<file path="config.mk">
export PLATFORM = sky130hd
export DESIGN_NAME = output_delta_unit
export DESIGN_NICKNAME = d
export VERILOG_FILES = /design/src/rtl/output_delta_unit_pkg.sv /design/src/rtl/output_delta_unit_lane.sv /design/src/rtl/output_delta_unit.sv
export SDC_FILE = /design/constraint.sdc
export NUM_CORES = 2
export LEC_CHECK = 0
export CAP_MARGIN = 15
export CORE_ASPECT_RATIO = 1.5
export CORE_UTILIZATION = 45
export CTS_BUF_LIST = sky130_fd_sc_hd__clkbuf_16
export DETAILED_ROUTE_END_ITERATION = 16
export GPL_TIMING_DRIVEN = 0
export HOLD_SLACK_MARGIN = 0.12
export SETUP_SLACK_MARGIN = 0.4
export SYNTH_ARGS = -nofsm -noshare
export SYNTH_HDL_FRONTEND = slang
export SYNTH_SLANG_ARGS = --single-unit
</file>
<file path="constraint.sdc">
create_clock -name clk -period 13 [get_ports clk]
set_clock_uncertainty 0.2 [all_clocks]
set_input_delay 1.95 -clock clk [delete_from_list [all_inputs] [get_ports clk]]
set_output_delay 1.95 -clock clk [all_outputs]
set_load 0.01 [all_outputs]
</file>
<file path="src/rtl/output_delta_unit_pkg.sv">
// -----------------------------------------------------------------------------
// output_delta_unit_pkg
// Fixed-point constants shared by the FF, BP and UP processor sets and by the
// output-layer error stage, plus the beat-phase type used to decode the beat
// counter of output_delta_unit.
//   FX_INT_BITS / FX_FRAC_BITS : Q-format split (sign bit not counted)
//   FX_WIDTH                   : 1 + FX_INT_BITS + FX_FRAC_BITS
//   FX_ONE                     : 1.0 in the Q-format
//   FX_MAX / FX_MIN            : signed saturation limits of a FX_WIDTH word
// -----------------------------------------------------------------------------
package output_delta_unit_pkg;

    localparam int FX_INT_BITS  = 5;
    localparam int FX_FRAC_BITS = 10;
    localparam int FX_WIDTH     = 1 + FX_INT_BITS + FX_FRAC_BITS;

    localparam logic signed [FX_WIDTH-1:0] FX_ONE = FX_WIDTH'(1 << FX_FRAC_BITS);
    localparam logic signed [FX_WIDTH-1:0] FX_MAX = {1'b0, {(FX_WIDTH-1){1'b1}}};
    localparam logic signed [FX_WIDTH-1:0] FX_MIN = {1'b1, {(FX_WIDTH-1){1'b0}}};

    // Role of the beat currently presented, decoded from the beat counter.
    // PH_SINGLE covers a sample that fits in one beat (FIRST and LAST at once).
    typedef enum logic [1:0] {
        PH_FIRST  = 2'd0,
        PH_ACCUM  = 2'd1,
        PH_LAST   = 2'd2,
        PH_SINGLE = 2'd3
    } phase_e;

    // Word width implied by an integer/fraction split.
    function automatic int fx_width(input int int_bits, input int frac_bits);
        return 1 + int_bits + frac_bits;
    endfunction

    // Decode the beat counter into the phase of the current beat.
    function automatic phase_e beat_phase(input int bc, input int nbeats);
        if (nbeats == 1)           return PH_SINGLE;
        else if (bc == 0)          return PH_FIRST;
        else if (bc == nbeats - 1) return PH_LAST;
        else                       return PH_ACCUM;
    endfunction

endpackage

</file>
<file path="src/rtl/output_delta_unit_lane.sv">
// -----------------------------------------------------------------------------
// output_delta_lane
// Purely combinational error computation for one output neuron:
//   deltan = sat( ((a - y) * sp) >>> frac_bits ),  y = 1.0 if this neuron is
//   the labelled class, else 0.
// Ports
//   i_act      activation a (signed Q-format)
//   i_sp       sigmoid prime of the same neuron
//   i_is_label 1 when this neuron index equals the effective label
//   o_deltan   saturated delta for the BP/UP sets
//   o_act      activation passed through for the argmax compare tree
// -----------------------------------------------------------------------------
module output_delta_lane
    import output_delta_unit_pkg::*;
#(
    parameter int width     = FX_WIDTH,
    parameter int frac_bits = FX_FRAC_BITS
) (
    input  logic signed [width-1:0] i_act,
    input  logic signed [width-1:0] i_sp,
    input  logic                    i_is_label,
    output logic signed [width-1:0] o_deltan,
    output logic signed [width-1:0] o_act
);

    // Full product width: (width+1)-bit difference times width-bit sp, with
    // one spare bit so no intermediate can wrap.
    localparam int PW = 2 * width + 2;

    localparam logic signed [width:0]    Y_ONE  = (width+1)'(1) << frac_bits;
    localparam logic signed [PW-1:0]     SAT_HI = {{(PW-width+1){1'b0}}, {(width-1){1'b1}}};
    localparam logic signed [PW-1:0]     SAT_LO = {{(PW-width+1){1'b1}}, {(width-1){1'b0}}};
    localparam logic signed [width-1:0]  OUT_HI = {1'b0, {(width-1){1'b1}}};
    localparam logic signed [width-1:0]  OUT_LO = {1'b1, {(width-1){1'b0}}};

    function automatic logic signed [width-1:0] sat_to_width(input logic signed [PW-1:0] v);
        if (v > SAT_HI)      return OUT_HI;
        else if (v < SAT_LO) return OUT_LO;
        else                 return v[width-1:0];
    endfunction

    logic signed [width:0]  w_act_ext;
    logic signed [width:0]  w_y;
    logic signed [width:0]  w_diff;
    logic signed [PW-1:0]   w_diff_ext;
    logic signed [PW-1:0]   w_sp_ext;
    logic signed [PW-1:0]   w_prod;
    logic signed [PW-1:0]   w_shift;

    // One extra bit on the subtract: a in [0,1) minus 1.0 stays in range.
    assign w_act_ext  = {i_act[width-1], i_act};
    assign w_y        = i_is_label ? Y_ONE : '0;
    assign w_diff     = w_act_ext - w_y;

    assign w_diff_ext = {{(PW-width-1){w_diff[width]}}, w_diff};
    assign w_sp_ext   = {{(PW-width){i_sp[width-1]}}, i_sp};
    assign w_prod     = w_diff_ext * w_sp_ext;

    // Arithmetic shift truncates toward -inf.
    assign w_shift    = w_prod >>> frac_bits;

    assign o_deltan   = sat_to_width(w_shift);
    assign o_act      = i_act;

endmodule

</file>
<file path="src/rtl/output_delta_unit.sv">
// -----------------------------------------------------------------------------
// output_delta_unit
// Output-layer error stage between the last FF processor set and the first BP
// processor set. Each accepted beat carries L = z/fi neurons; a sample is
// B = n/L beats. Emits deltan = (a - y) * f'(s) one cycle after each beat and
// tracks the argmax neuron to report the predicted class per sample.
// Ports
//   clk, reset        clock (rising edge), asynchronous active-high reset
//   in_valid          beat valid; no backpressure, gaps allowed anywhere
//   sigmoid_package   L activations, lane k = neuron bc*L+k
//   sp_package        L sigmoid primes, same lane order
//   label             true class, sampled only on beat 0
//   deltan_package    L registered deltas, held while deltan_valid = 0
//   deltan_valid      in_valid delayed one cycle
//   sample_done       one-cycle pulse the cycle after the last beat
//   predicted         argmax neuron of the last completed sample
//   correct           predicted == label latched for that sample
// -----------------------------------------------------------------------------
module output_delta_unit
    import output_delta_unit_pkg::*;
#(
    parameter int fi        = 4,
    parameter int z         = 8,
    parameter int n         = 8,
    parameter int width     = FX_WIDTH,
    parameter int int_bits  = FX_INT_BITS,
    parameter int frac_bits = FX_FRAC_BITS
) (
    input  logic                        clk,
    input  logic                        reset,
    input  logic                        in_valid,
    input  logic [width*(z/fi)-1:0]     sigmoid_package,
    input  logic [width*(z/fi)-1:0]     sp_package,
    input  logic [$clog2(n)-1:0]        label,
    output logic [width*(z/fi)-1:0]     deltan_package,
    output logic                        deltan_valid,
    output logic                        sample_done,
    output logic [$clog2(n)-1:0]        predicted,
    output logic                        correct
);

    localparam int L   = z / fi;
    localparam int B   = n / L;
    localparam int LW  = $clog2(n);
    localparam int BCW = (B > 1) ? $clog2(B) : 1;

    generate
        if (n % L != 0) begin : g_bad_n
            $error("output_delta_unit: n must be a multiple of z/fi");
        end
        if (width != fx_width(int_bits, frac_bits)) begin : g_bad_width
            $error("output_delta_unit: width must equal 1 + int_bits + frac_bits");
        end
    endgenerate

    // Beat counter / phase
    logic [BCW-1:0]          r_bc;
    logic [BCW-1:0]          w_bc_next;
    phase_e                  w_phase;
    logic                    w_sample_end;

    // Sample context
    logic [LW-1:0]           r_label;
    logic [LW-1:0]           w_label_eff;
    logic signed [width-1:0] r_max;
    logic [LW-1:0]           r_max_idx;

    // Lane fan-out
    logic [31:0]             w_base;
    logic [LW-1:0]           w_lane_idx [L];
    logic signed [width-1:0] w_lane_act [L];
    logic [width*L-1:0]      w_deltan;

    // Compare tree results
    logic signed [width-1:0] w_beat_max;
    logic [LW-1:0]           w_beat_idx;
    logic signed [width-1:0] w_cand_max;
    logic [LW-1:0]           w_cand_idx;

    // Output registers
    logic [width*L-1:0]      r_deltan_p1;
    logic                    r_vld_p1;
    logic                    r_done_p1;
    logic [LW-1:0]           r_pred;
    logic                    r_correct;

    assign w_phase      = beat_phase(int'(r_bc), B);
    assign w_sample_end = in_valid && (w_phase == PH_LAST || w_phase == PH_SINGLE);

    // Beat 0 uses the live label so y is right before it has been latched.
    assign w_label_eff  = (r_bc == '0) ? label : r_label;

    assign w_base       = 32'(r_bc) * 32'(L);

    // ---- stage 0: per-lane combinational delta -------------------------------
    genvar g;
    generate
        for (g = 0; g < L; g++) begin : g_lane
            assign w_lane_idx[g] = LW'(w_base + 32'(g));

            output_delta_lane #(
                .width     (width),
                .frac_bits (frac_bits)
            ) u_lane (
                .i_act      (sigmoid_package[g*width +: width]),
                .i_sp       (sp_package[g*width +: width]),
                .i_is_label (w_lane_idx[g] == w_label_eff),
                .o_deltan   (w_deltan[g*width +: width]),
                .o_act      (w_lane_act[g])
            );
        end
    endgenerate

    // Lane scan from lane 0 with a strict compare keeps the lowest index on ties.
    always_comb begin
        w_beat_max = w_lane_act[0];
        w_beat_idx = w_lane_idx[0];
        for (int k = 1; k < L; k++) begin
            if (w_lane_act[k] > w_beat_max) begin
                w_beat_max = w_lane_act[k];
                w_beat_idx = w_lane_idx[k];
            end
        end
    end

    // Later beats only hold higher indices, so a strict compare against the
    // running max also resolves cross-beat ties to the lowest index.
    always_comb begin
        w_cand_max = w_beat_max;
        w_cand_idx = w_beat_idx;
        if ((w_phase == PH_ACCUM || w_phase == PH_LAST) && !(w_beat_max > r_max)) begin
            w_cand_max = r_max;
            w_cand_idx = r_max_idx;
        end
    end

    always_comb begin
        w_bc_next = r_bc;
        if (in_valid) begin
            if (w_phase == PH_LAST || w_phase == PH_SINGLE) w_bc_next = '0;
            else                                            w_bc_next = r_bc + BCW'(1);
        end
    end

    always_ff @(posedge clk or posedge reset) begin
        if (reset) r_bc <= '0;
        else       r_bc <= w_bc_next;
    end

    always_ff @(posedge clk or posedge reset) begin
        if (reset) begin
            r_label   <= '0;
            r_max     <= '0;
            r_max_idx <= '0;
        end else if (in_valid) begin
            if (r_bc == '0) r_label <= label;
            if (w_sample_end) begin
                r_max     <= '0;
                r_max_idx <= '0;
            end else begin
                r_max     <= w_cand_max;
                r_max_idx <= w_cand_idx;
            end
        end
    end

    // ---- stage 1: registered outputs -----------------------------------------
    always_ff @(posedge clk or posedge reset) begin
        if (reset) begin
            r_deltan_p1 <= '0;
            r_vld_p1    <= 1'b0;
            r_done_p1   <= 1'b0;
            r_pred      <= '0;
            r_correct   <= 1'b0;
        end else begin
            r_vld_p1  <= in_valid;
            r_done_p1 <= w_sample_end;
            if (in_valid) r_deltan_p1 <= w_deltan;
            if (w_sample_end) begin
                r_pred    <= w_cand_idx;
                r_correct <= (w_cand_idx == w_label_eff);
            end
        end
    end

    assign deltan_package = r_deltan_p1;
    assign deltan_valid   = r_vld_p1;
    assign sample_done    = r_done_p1;
    assign predicted      = r_pred;
    assign correct        = r_correct;

endmodule
</file>
==> results.yml <==
run_status:
  status: "finished clean"
clocking:
  cts_setup_buffers: 0
  cts_root_buf: "clkbuf_16"
  clk_pin_slew_ns: 0.06
  h-tree-depth: 3
  hold_buffers: 0
  numCtsBuffers: 9
  clock_sinks: 62
  clock_latency_ns: 0.34
  cts_tree: "done"
  cts_buffer_depth: 2
synthesis:
  synth_edf_count: 0
  yosys_warnings: 0
  avgSynthCellArea_um2: 8.80
  netlist_instances: 2830
  synth_fp_nets: 3640
  synth-async-reset-ratio_pct: 100
  ys_seq_area_share_pct: 6.23
  synthFlopType: "dfrtp_1"
  synth_area_um2: 24900
  ys_ff_latch: 62
  synth_cell_types: 76
worst_setup_path:
  worstReg2RegEnd: "deltan_package[23]"
  arrival_ns: 11.98
  ff2ff_setup_slack_ns: 2.01
  critical_path.max_stage_delay_ns: 0.63
  cp_max_fo: 10
  critical_path.top_delay_family: "adder cells"
  endpoint_kind: "register"
  ff2ff_path_depth: 41
  cp.required_ns: 13.02
  critPathBufInv: 11
  critical_path_class: "input port to register"
  worstSetupStartpointType: "input port"
  crit_slowest_cell: "fa_1"
  r2r_start: "r_bc[0]"
  cpMostUsedCell: "fa_1"
timing:
  setup_viol: 0
  rsz0062_at_grt: "no"
  slew_violations: 0
  worst_slack_ns: 1.03
  worstMarginPinSlew_ns: 1.18
  min_period_ns: 11.97
  relSlewSlack_pct: 20.8
  fin_crit_sh_pct: 92.0
  maxClockFrequency_ghz: 0.0836
  hold_violations: 0
grt:
  globalRouteOverflowTotal: 0
  grt_max_degree: 37
  grt_usage_pct: 29.9
  grt_antenna_before_repair: 3
  grt_pass1_wl_mm: 125
  grt_pass1_vias: 22200
placed_design:
  placed_area_um2: 26800
  gp_congestion: 0.981
  hpwl_mm: 69.5
  dp_slack_ns: -0.0723
  io_buffers: 104
route:
  routedWlPerCell_um: 22.1
  final_antenna_net_count: 0
  routed_wl_mm: 80.5
  vias_per_cell: 5.38
  vias: 19600
  drt_pre_antenna_iters: 5
  drc: 0
  drt_iter0_drc: 863
floorplan:
  core_um2: 54700
  io_pins: 108
  start_util_pct: 45.6
  placementRows: 105
  dieHeight_um: 290
  chipWidth_um: 194
  dieArea_um2: 56300
min_path:
  hold_start: "predicted[2]"
  worstHoldEndpoint: "predicted[2]"
  hold_class: "register to register"
  hold_depth: 2
cells_and_area:
  area_growth_syn_to_layout_pct: 9.11
  final_nets: 3756
  design_area_um2: 27200
  fill_cells: 5324
  drive_above_1_share_pct: 2.24
job:
  drv_cap: 0
area by class of cell:
cell class | count | area [um2] | share of cell area, %
Buffer | 109 | 438 | 1.61
Antenna cell | 3 | 7.51 | 0.0276
Sequential cell | 62 | 1550 | 5.71
Multi-Input combinational cell | 1944 | 20300 | 74.6
Clock buffer | 9 | 225 | 0.829
Clock inverter | 7 | 73.8 | 0.272
Tap cell | 695 | 870 | 3.20
Inverter | 715 | 2680 | 9.88
Timing Repair Buffer | 105 | 1060 | 3.91
cells by family after synthesis:
kind of cell / share of synthesized area, %
and+or+nand+nor: 15.5
DFF: 6.23
xor gates and xnor gates: 3.31
AOI/OAI and AO/OA: 8.85
adders and majority gates: 53.3
buffers and inverters: 12.5
muxes: 0.367
Yosys cell counts (all sizes together) (57+ instances only):
cell type	instances	share of area, %
dfrtp	62	6.2
fa	532	43
nand2	337	5.1
xnor2	67	2.4
nor2	67	1.0
inv	715	11
and2	207	5.2
nand2b	57	1.4
o21ai	92	2.0
a21oi	70	1.4
clkbuf	104	1.6
ha	208	10
cells in the final DEF (no fill, tap or decap), drive strengths merged, types with 22 or more instances in the layout:
master           n
xor2            27
nand2b          57
a21oi           70
nor2b           22
ha             208
nand2          337
nor2            67
and2           207
xnor2           67
o21ai           92
clkdlybuf4s50  104
fa             532
clkbuf         113
dfrtp           62
inv            716
a21o            27
tightest hold or removal path, delay by kind of cell, from the launching register on:
| kind | cells | cell delay [ns] |
|---|---|---|
| simple gates | 1 | 0.05 |
| compound gates | 1 | 0.06 |
| flops | 1 | 0.34 |
registers in the layout, indices dropped and copies added (netlist names):
name and flops:
sample_done 1, deltan_package 32, r_bc 2, r_label 3, r_max_idx 3, deltan_valid 1, r_max 16, correct 1
predicted 3
stage by stage:
stage	TNS (ns)	std cells	hold slack (ns)	util, %
finish	0	3649	0.283	49.7
detailed placement	-0.548	3630	0.275	49.1
floorplan	0	2830	0.254	-
CTS	0	3646	0.290	49.6
global route	0	3648	0.296	49.7
global placement	0	3629	0.269	49.1
layer usage:
layer / vias up / GRT usage (%) / share of wire, %
met5: - / 0 / 0
met4: 0 / 27.2 / 11
met3: 296 / 3.17 / 4.2
met2: 642 / 56.6 / 54
met1: 9939 / 28.0 / 31
li1: 8766 / - / -
what timing repair did:
item                                    4_1_cts  5_1_grt
endpoints found under the setup margin       10       30
resized for setup                             1       11
pin swaps                                     0        0
worst max-delay path by stage:
| stage | from | to | depth (start not counted) |
|---|---|---|---|
| 5_1_grt | label[1] | deltan_package[21] | 39 |
| 3_5_place_dp | label[2] | deltan_package[23] | 37 |
| 6_report | label[1] | deltan_package[23] | 39 |
| 2_1_floorplan | label[1] | deltan_package[0] | 34 |
| 4_1_cts | label[2] | deltan_package[23] | 37 |
| 3_3_place_gp | label[2] | deltan_package[25] | 37 |
Power is not shown: default switching activity piles up to over one toggle a cycle in this logic, so the estimate is an artifact.
